`src/rtl/sdu_dump.sv`:
```
// SDU readout engine: sweeps RF or DM words through the CPU debug ports and
// streams them as bytes. Define SDU_DUMP_HEX_EN for lowercase-hex + newline output.
module sdu_dump (
  input  logic        clk,
  input  logic        rst,
  input  logic        cmd_valid,
  output logic        cmd_ready,
  input  logic        cmd_op,
  input  logic [31:0] cmd_addr,
  input  logic [7:0]  cmd_len,
  input  logic        abort,
  output logic [4:0]  sdu_rf_addr,
  input  logic [31:0] sdu_rf_rdata,
  output logic [31:0] sdu_dm_addr,
  input  logic [31:0] sdu_dm_rdata,
  output logic [7:0]  tx_data,
  output logic        tx_valid,
  input  logic        tx_ready,
  output logic        busy,
  output logic        done
);

  typedef enum logic [2:0] {
    S_IDLE, S_ADDR, S_CAPT, S_SEND, S_DONE
  } state_t;

`ifdef SDU_DUMP_HEX_EN
  localparam logic [3:0] LAST_IDX = 4'd8;
`else
  localparam logic [3:0] LAST_IDX = 4'd3;
`endif

  state_t      state_q, state_d;
  logic        op_q, op_d;
  logic [31:0] addr_q, addr_d;
  logic [7:0]  rem_q, rem_d;
  logic [31:0] word_q, word_d;
  logic [3:0]  idx_q, idx_d;
  logic [4:0]  rf_addr_q, rf_addr_d;
  logic [31:0] dm_addr_q, dm_addr_d;
  logic [7:0]  tx_data_q, tx_data_d;
  logic        tx_valid_q, tx_valid_d;
  logic        cmd_ready_q, cmd_ready_d;
  logic        busy_q, busy_d;
  logic        done_q, done_d;

  logic [31:0] nxt_addr;
  logic [31:0] cap_word;
  logic [31:0] acc_addr;

  function automatic logic [7:0] byte_sel(input logic [31:0] w, input logic [3:0] i);
    logic [31:0] s;
`ifdef SDU_DUMP_HEX_EN
    logic [7:0] nib;
    if (i == 4'd8) return 8'h0a;
    s   = w >> {3'd7 - i[2:0], 2'b00};
    nib = {4'h0, s[3:0]};
    return (nib < 8'd10) ? 8'h30 + nib : 8'h57 + nib;
`else
    s = w >> {i, 3'b000};
    return s[7:0];
`endif
  endfunction

  // RF index wraps inside 5 bits; DM address wraps naturally at 2^32.
  assign nxt_addr = op_q ? addr_q + 32'd4 : {27'd0, addr_q[4:0] + 5'd1};
  assign cap_word = op_q ? sdu_dm_rdata : sdu_rf_rdata;
  assign acc_addr = cmd_op ? {cmd_addr[31:2], 2'b00} : {27'd0, cmd_addr[4:0]};

  always_comb begin
    state_d   = state_q;
    op_d      = op_q;
    addr_d    = addr_q;
    rem_d     = rem_q;
    word_d    = word_q;
    idx_d     = idx_q;
    rf_addr_d = rf_addr_q;
    dm_addr_d = dm_addr_q;
    tx_data_d = tx_data_q;
    case (state_q)
      S_IDLE: if (cmd_valid) begin
        op_d   = cmd_op;
        addr_d = acc_addr;
        rem_d  = cmd_len;
        if (cmd_len == 8'd0) begin
          state_d = S_DONE;
        end else begin
          state_d = S_ADDR;
          if (cmd_op) dm_addr_d = acc_addr;
          else        rf_addr_d = acc_addr[4:0];
        end
      end
      S_ADDR: state_d = S_CAPT;
      S_CAPT: begin
        word_d    = cap_word;
        idx_d     = 4'd0;
        tx_data_d = byte_sel(cap_word, 4'd0);
        state_d   = S_SEND;
      end
      S_SEND: if (tx_ready) begin
        if (idx_q == LAST_IDX) begin
          rem_d = rem_q - 8'd1;
          idx_d = 4'd0;
          if (rem_q == 8'd1) begin
            state_d = S_DONE;
          end else begin
            addr_d  = nxt_addr;
            state_d = S_ADDR;
            if (op_q) dm_addr_d = nxt_addr;
            else      rf_addr_d = nxt_addr[4:0];
          end
        end else begin
          idx_d     = idx_q + 4'd1;
          tx_data_d = byte_sel(word_q, idx_q + 4'd1);
        end
      end
      S_DONE:  state_d = S_IDLE;
      default: state_d = S_IDLE;
    endcase
    // Abort wins over any in-flight progress; debug ports keep their last address.
    if (abort && state_q != S_IDLE) begin
      state_d   = S_IDLE;
      rf_addr_d = rf_addr_q;
      dm_addr_d = dm_addr_q;
    end
    cmd_ready_d = (state_d == S_IDLE);
    busy_d      = (state_d != S_IDLE);
    tx_valid_d  = (state_d == S_SEND);
    done_d      = (state_d == S_DONE);
  end

  always_ff @(posedge clk or posedge rst) begin
    if (rst) begin
      state_q     <= S_IDLE;
      op_q        <= 1'b0;
      addr_q      <= 32'd0;
      rem_q       <= 8'd0;
      word_q      <= 32'd0;
      idx_q       <= 4'd0;
      rf_addr_q   <= 5'd0;
      dm_addr_q   <= 32'd0;
      tx_data_q   <= 8'h00;
      tx_valid_q  <= 1'b0;
      cmd_ready_q <= 1'b1;
      busy_q      <= 1'b0;
      done_q      <= 1'b0;
    end else begin
      state_q     <= state_d;
      op_q        <= op_d;
      addr_q      <= addr_d;
      rem_q       <= rem_d;
      word_q      <= word_d;
      idx_q       <= idx_d;
      rf_addr_q   <= rf_addr_d;
      dm_addr_q   <= dm_addr_d;
      tx_data_q   <= tx_data_d;
      tx_valid_q  <= tx_valid_d;
      cmd_ready_q <= cmd_ready_d;
      busy_q      <= busy_d;
      done_q      <= done_d;
    end
  end

  assign cmd_ready   = cmd_ready_q;
  assign busy        = busy_q;
  assign done        = done_q;
  assign tx_valid    = tx_valid_q;
  assign tx_data     = tx_data_q;
  assign sdu_rf_addr = rf_addr_q;
  assign sdu_dm_addr = dm_addr_q;

endmodule

```
`config.mk`:
```
export PLATFORM = sky130hd
export DESIGN_NAME = sdu_dump
export DESIGN_NICKNAME = d
export VERILOG_FILES = /design/src/rtl/sdu_dump.sv
export SDC_FILE = /design/constraint.sdc
export NUM_CORES = 1
export LEC_CHECK = 0
export ABC_AREA = 1
export CORE_ASPECT_RATIO = 1.4
export CORE_MARGIN = 1.5
export CORE_UTILIZATION = 45
export DETAILED_ROUTE_END_ITERATION = 12
export PLACE_DENSITY = 0.72
export REMOVE_ABC_BUFFERS = 1
export SYNTH_ARGS = -nofsm -noshare
export SYNTH_HDL_FRONTEND = slang
export SYNTH_SLANG_ARGS = --single-unit
```
`constraint.sdc`:
```
create_clock -name clk -period 7.6 [get_ports clk]
set_input_delay 0.76 -clock clk [delete_from_list [all_inputs] [get_ports clk]]
set_output_delay 0.76 -clock clk [all_outputs]
set_load 0.005 [all_outputs]
```
==> qor.yml, run 1 <==
status: "finished, final reports clean"
max_cap_viol_count: 0
crit_fanout: 40
cts-resized-gates: 0
worst_ir_drop_vdd_mv: 0.257
drt.antenna.violating_nets: 0
maxSlewViolCount: 0
maxClockFrequency_mhz: 294
post_drt_via_cell_ratio: 5.06
global_route.usage.met2_pct: 43.3
grt_first_pass_wirelength_um: 32400
totalNegativeSetupSlack_ns: 0
final.hold.worst_slack_ns: 0.474
r2r_slack_ns: 4.20
num_rows: 54
min_to: "sdu_dm_addr[24]"
grt_pass1_vias: 6835
numClockSinks: 129
worstHoldPathType: "reg2reg"
rsz0062_at_grt: "no"
synth.yosys.warnings: 0
post_synth.cell_area_avg_um2: 6.98
r2r.worst_path.cells: 8
rr_endpoint: "sdu_dm_addr[2]"
mappedNetlistArea_um2: 7190
sequentialPowerShare_pct: 33.9
fraction_of_met1_tracks_used_by_global_routing_pct: 28.8
arrival_ns: 3.68
critPathMostFrequentCell: "nand2_1"
antenna_found_initial: 0
maximum_number_of_pins_on_one_net_before_global_route_repair: 77
num_vias: 6987
floorplan.io_pins: 159
report.final.setup_viol: 0
power.static_leakage_nw: 4.44
cts.clk_slew.worst_paths_ns: 0.06
ctsHoldBuffers: 0
p_sw_mw: 1.44
timing.setup.critical_path_class: "reg2reg"
grt_use_met3_pct: 5.05
power.density_cell_area_nw_per_um2: 372
synthCells: 1029
critical_path_capture_point_type: "flop"
dp_hpwl_um: 13900
core-area_um2: 15600
share_of_final_layout_standard_cells_stronger_than_drive_strength_1_pct: 4.98
max-clock-path-buffers: 2
crit_path_max_incr_delay_ns: 0.88
track_usage_pct: 24.7
required_ns: 7.88
post-route-min-period_ns: 3.40
critPathBufInv: 0
grt.overflow.total: 0
wl_per_cell_um: 14.3
wirelength_um: 19700
crit_path_top_delay_cell: "dfrtp_1"
drc: 0
crit_path_max_delay_family: "simple AND/OR/NAND/NOR gates"
firstDrtPassIters: 5
die-area_um2: 16700
synth_sequential_area_ratio_pct: 44.9
tightest_slew_ns: 1.16
start_kind: "flop"
finalNetCount: 1286
flow.area_growth_from_synthesis_pct: 31.6
period_share_pct: 44.8
worstPathCellList: "ha_1 -> nand3_1 -> nand2_1 -> nand2_1 -> a21oi_4 -> nand2_2 -> nand2_1 -> o21ai_1"
drt_first_iter_violations: 344
placement.io_buffers: 158
post-layout-total-power_mw: 3.51
hold-path-cell-count: 2
timing.max_slew.rel_slack_pct: 22.7
clock_power_share_pct: 24.5
place.gp.congestion: 0.884
power.combinational.fraction_pct: 41.6
worst_skew_pair.late_latency_ns: 0.42
cts_tree: "done"
diodes: 0
synthDistinctLibCells: 38
gr-max-usage-layer: "met2"
finalHoldViolCount: 0
dieWidth_um: 110
cts.repair_timing.setup_buffer_count: 0
numCtsBuffers: 17
clock_tree.root_cell: "clkbuf_16"
initial_utilization_pct: 46.0
ctsHtreeMaxLevel: 4
p_int_mw: 2.07
min_from: "sdu_dm_addr[24]"
finish.utilization_pct: 60.6
clock_skew_ns: 0.00788
ys_seq_elements: 129
die_height_um: 153
p_sw_share_pct: 41.1
timing.rr.start: "idx_q[0]"
-- layout make-up --
type	instances	area, µm²
Fill cell	1455	6150
Multi-Input combinational cell	786	3460
Sequential cell	129	3230
Timing Repair Buffer	163	1620
Clock buffer	18	439
Inverter	74	280
Tap cell	196	245
Clock inverter	14	179
-- state kept, by name (all words and copies together) (netlist names), 3 cells and up --
signal,cells
sdu_dm_addr,32
state_q,3
word_q,32
rem_q,8
idx_q,4
addr_q,32
tx_data,8
sdu_rf_addr,5
-- worst min-delay path, stage by stage, from the launching register on --
cell and delay, ns:
dfrtp_1 0.34, nand2_1 0.05, nand2_1 0.05
-- power by group through the flow --
stage / Sequential (mW) / Clock [mW] / Combinational [mW]
6_report: 1.19 / 0.860 / 1.46
5_1_grt: 1.23 / 0.900 / 1.67
4_1_cts: 1.19 / 0.868 / 1.48
3_5_place_dp: 1.20 / 0 / 1.47
3_3_place_gp: 1.20 / 0 / 1.43
2_1_floorplan: 1.16 / 0 / 0.895
-- through the flow --
stage	instances	worst slack, ns	cell area, µm²
after floorplan	989	3.40	6970
after global placement	1348	4.20	8840
after detailed placement	1348	4.11	8840
after CTS	1380	4.14	9460
after global routing	1380	3.84	9460
final	1380	4.20	9460
-- cells in the mapped netlist, drive strengths merged --
master  count  area, µm²
nand2     413       1570
nor2      147        572
dfrtp     128       3200
o21ai      90        458
inv        73        274
nand3      37        190
a21oi      35        186
o31ai      24        180
buf        23        151
clkbuf     17       63.8
nand4       6       37.5
o211ai      6       45.0
xor2        6       52.6
ha          5       62.6
nand3b      3       22.5
nor3        3       15.0
o22ai       3       18.8
o21bai      2       15.0
a31oi       1       6.26
and2        1       6.26
clkinv      1       3.75
dfstp       1       26.3
nor2b       1       6.26
nor3b       1       7.51
o21a        1       7.51
xnor2       1       8.76
-- worst max path at each step --
stage                      to     start  cells past startpoint  slack (ns)
6_report       sdu_dm_addr[2]  idx_q[0]                      8        4.20
5_1_grt        sdu_dm_addr[3]  idx_q[0]                      8        3.84
4_1_cts        sdu_dm_addr[2]  idx_q[0]                      7        4.14
3_5_place_dp   sdu_dm_addr[2]  tx_ready                     10        4.11
3_3_place_gp   sdu_dm_addr[2]  tx_ready                     10        4.20
2_1_floorplan       addr_q[0]       rst                      1        3.40
-- per-layer routing --
metal | share of wire, % | wire length, µm | vias to the layer above
li1 | - | - | 3561
met1 | 40 | 7820 | 3200
met2 | 52 | 10300 | 180
met3 | 4.8 | 951 | 46
met4 | 3.1 | 620 | 0
met5 | 0 | 0 | -
-- placed cells by master (no fill, tap or decap), types with 3 or more instances in the layout --
cell / synthesis / routed
clkbuf_16: 0 / 17
nor2_2: 5 / 5
nand2_1: 409 / 409
nor2_1: 141 / 141
nand3b_1: 3 / 3
nand4_1: 6 / 6
inv_6: 0 / 4
clkdlybuf4s50_1: 0 / 158
dfrtp_1: 128 / 128
clkinvlp_4: 0 / 3
o21ai_1: 17 / 17
o21ai_0: 71 / 71
inv_1: 67 / 66
bufinv_16: 0 / 3
nand2_2: 3 / 3
nand3_1: 36 / 36
o22ai_1: 3 / 3
o31ai_1: 24 / 24
xor2_1: 6 / 6
buf_4: 3 / 5
nor3_1: 3 / 3
inv_2: 6 / 6
clkinv_4: 0 / 3
o211ai_1: 6 / 6
ha_1: 5 / 5
a21oi_1: 34 / 34
-- cells by family after synthesis --
group / after synthesis / share of synthesized area [%]
XOR/XNOR: 7 / 0.853
flip-flops: 129 / 44.9
buffers and inverters: 114 / 6.86
AND/OR/NAND/NOR: 612 / 33.7
adder cells (fa/ha/maj): 5 / 0.871
AO/OA/AOI/OAI: 162 / 12.8
(Power assumes the default switching activity.)
==> inputs of run 2 (changes only) <==
--- a/config.mk
+++ b/config.mk
@@ -10,7 +10,7 @@
 export CORE_MARGIN = 1.5
 export CORE_UTILIZATION = 45
 export DETAILED_ROUTE_END_ITERATION = 12
-export PLACE_DENSITY = 0.72
+export PLACE_DENSITY = 0.75
 export REMOVE_ABC_BUFFERS = 1
 export SYNTH_ARGS = -nofsm -noshare
 export SYNTH_HDL_FRONTEND = slang
==> constraint.sdc (replaced) <==
create_clock -name clk -period 3.08 [get_ports clk]
set_input_delay 0.308 -clock clk [delete_from_list [all_inputs] [get_ports clk]]
set_output_delay 0.308 -clock clk [all_outputs]
set_load 0.005 [all_outputs]
==> run 2 against run 1 <==
  * Combinational power rose to 2.5 times the previous value
  * Highest routed layer unchanged
  * Sequential power up 140%
  * Flip-flop and latch count unchanged
  * First-iteration DRC count down 9.0%
  * Routed wire length up 0.30%
  * Count of clock-buffer cells in the layout down 1
  * Clock power up 140%
  * Total power up 150%
  * Non-clock buffer count up 5
  * Via count about the same
==> qor.yml, run 2 (synthesized netlist as in run 1, its figures left out) <==
footprint_of_the_multi_input_gates_um2: 3470  # +0.14%
max-clock-path-buffers: 2  # unchanged
timing.setup.critical_path_class: "reg2reg"
critPathLaunch: "state_q[0]"
place.gp.congestion: 0.904  # +2.2%
timing.rr.start: "state_q[0]"
cts.repair_timing.setup_buffer_count: 0  # unchanged
cts.clk_slew.worst_paths_ns: 0.06  # about the same
numCtsBuffers: 17  # unchanged
firstDrtPassIters: 5  # unchanged
seq_area_um2: 3230  # unchanged
critical_path_capture_point_type: "flop"
num_vias: 6985  # -0.029%
power.density_cell_area_nw_per_um2: 913  # +150%
layout_setup_ws_ns: 0.375  # -3.82 ns
cts-resized-gates: 0  # unchanged
num_rows: 54  # unchanged
track_usage_pct: 25.0  # +0.28 points
die_height_um: 153  # unchanged
initial_utilization_pct: 46.0  # unchanged
post-route-min-period_ns: 2.71  # -0.696 ns
grt_pass1_vias: 7084  # +3.6%
power.static_leakage_nw: 4.47  # +0.72%
tightest_slew_ns: 0.875  # -0.283 ns
grt.overflow.total: 0  # unchanged
final.hold.worst_slack_ns: 0.288  # -0.186 ns
required_ns: 3.37  # -4.51 ns
mostFrequentLayoutCell: "nand2_1"
maxSlewViolCount: 0  # unchanged
clock_tree.root_cell: "clkbuf_16"
dp_hpwl_um: 14300  # +3.2%
crit_path_top_delay_cell: "a21oi_4"
diodes: 0  # unchanged
drt_first_iter_violations: 313  # -9.0%
arrival_ns: 3.00  # -0.68 ns
r2r.worst_path.cells: 11  # +3
grt_first_pass_wirelength_um: 33000  # +1.7%
cts_tree: "done"
clock_skew_ns: 0.00991  # +0.00203 ns
share_of_final_layout_standard_cells_stronger_than_drive_strength_1_pct: 5.38  # +0.40 points
worstHoldPathType: "in2async"
wirelength_um: 19800  # +0.30%
placedCellCount: 1353  # +0.37%
rr_endpoint: "sdu_dm_addr[3]"
post_drt_via_cell_ratio: 5.04  # -0.39%
worst_setup_path_endpoint: "sdu_dm_addr[3]"
drt.antenna.violating_nets: 0  # unchanged
floorplan.io_pins: 159  # unchanged
placement.cell_area_um2: 8900  # +0.71%
worst_ir_drop_vdd_mv: 0.462  # +80%
n_fill_cell: 1449  # -0.41%
report.final.setup_viol: 0  # unchanged
max_cap_viol_count: 0  # unchanged
most-common-layout-cells: "nand2_1, clkdlybuf4s50_1, nor2_1, dfrtp_1, o21ai_0"
crit_fanout: 40  # unchanged
ctsHoldBuffers: 0  # unchanged
antenna_found_initial: 0  # unchanged
finalNetCount: 1291  # +0.39%
totalNegativeSetupSlack_ns: 0  # unchanged
finalNonFillerCells: 1385  # +0.36%
core-area_um2: 15600  # unchanged
numClockSinks: 129  # unchanged
die-area_um2: 16700  # unchanged
worst_skew_pair.late_latency_ns: 0.42  # about the same
maximum_number_of_pins_on_one_net_before_global_route_repair: 51  # -34%
status: "finished, final reports clean"
finalHoldViolCount: 0  # unchanged
r2r_slack_ns: 0.37  # -3.82 ns
placement.io_buffers: 158  # unchanged
flow.area_growth_from_synthesis_pct: 32.4
crit_path_max_incr_delay_ns: 0.67  # -0.21 ns
dpl_worst_slack_ns: 0.0692  # -4.04 ns
timing.max_slew.rel_slack_pct: 41.5  # +19 points
dieWidth_um: 110  # unchanged
post-route-cell-area_um2: 9510  # +0.61%
period_share_pct: 87.8  # +43 points
critPathMostFrequentCell: "nand2_1"
maxClockFrequency_mhz: 370  # +26%
rsz0062_at_grt: "no"
ctsHtreeMaxLevel: 4  # unchanged
start_kind: "flop"
worstPathCellList: "nand2_1 -> nor2_2 -> buf_4 -> nand2_1 -> nand2_1 -> inv_2 -> nand2_1 -> a21oi_4 -> nand2_4 -> nand2_1 -> o21ai_1"
wl_per_cell_um: 14.3  # about the same
drc: 0  # unchanged
-- run 2: changes by cell type in the layout (fill, tap and decap cells not counted) --
cell	previous run	this run
buf_12	0	2
buf_4	5	8
clkbuf_8	1	0
clkinv_2	1	2
clkinv_4	3	2
clkinvlp_4	3	4
nand2_2	3	2
nand2_4	1	2
-- run 2: cell type report --
cell class,instances,share of cell area [%]
multi-input combinational,786,36.5
timing repair buffer,168,17.7
sequential,129,33.9
clock buffer,17,4.47
tap,196,2.58
clock inverter,15,1.92
inverter,74,2.95
-- run 2: routing by layer --
layer,track usage (%),vias up,part of all wire [%]
met4,9.59,0,2.6
met3,5.13,41,5.6
li1,-,3567,-
met2,44.9,206,52
met1,28.4,3171,39
met5,0,-,0
-- run 2: worst min-delay path by stage --
| stage | slack [ns] | start | to | cells after the start |
|---|---|---|---|---|
| after floorplan | 0.43 | cmd_op | op_q | 2 |
| after global placement | 0.46 | sdu_dm_addr[22] | sdu_dm_addr[22] | 2 |
| after detailed placement | 0.47 | sdu_dm_addr[12] | sdu_dm_addr[12] | 2 |
| after CTS | 0.32 | rst | sdu_dm_addr[15] | 2 |
| after global routing | 0.33 | rst | sdu_dm_addr[15] | 2 |
| final | 0.29 | rst | sdu_dm_addr[15] | 2 |
-- run 2: power by group --
part           switching, mW  leakage [nW]  total (mW)  internal (mW)
Sequential             0.507          1.64        2.90           2.40
Clock                  0.819         0.287        2.10           1.28
Combinational           2.24          2.54        3.68           1.44
-- run 2: through the flow --
| step | power (mW) | utilization [%] |
|---|---|---|
| finish | 8.69 | 61.0 |
| global placement | 6.52 | 57.0 |
| floorplan | 5.08 | - |
| detailed placement | 6.61 | 57.0 |
| global route | 9.41 | 61.0 |
| CTS | 8.73 | 60.9 |
-- run 2: critical path: cells and delay by family (launching register included) --
family	cells	cell delay [ns]
compound gates	2	0.75
buf+inv	2	0.31
flops	1	0.40
simple gates	7	1.10
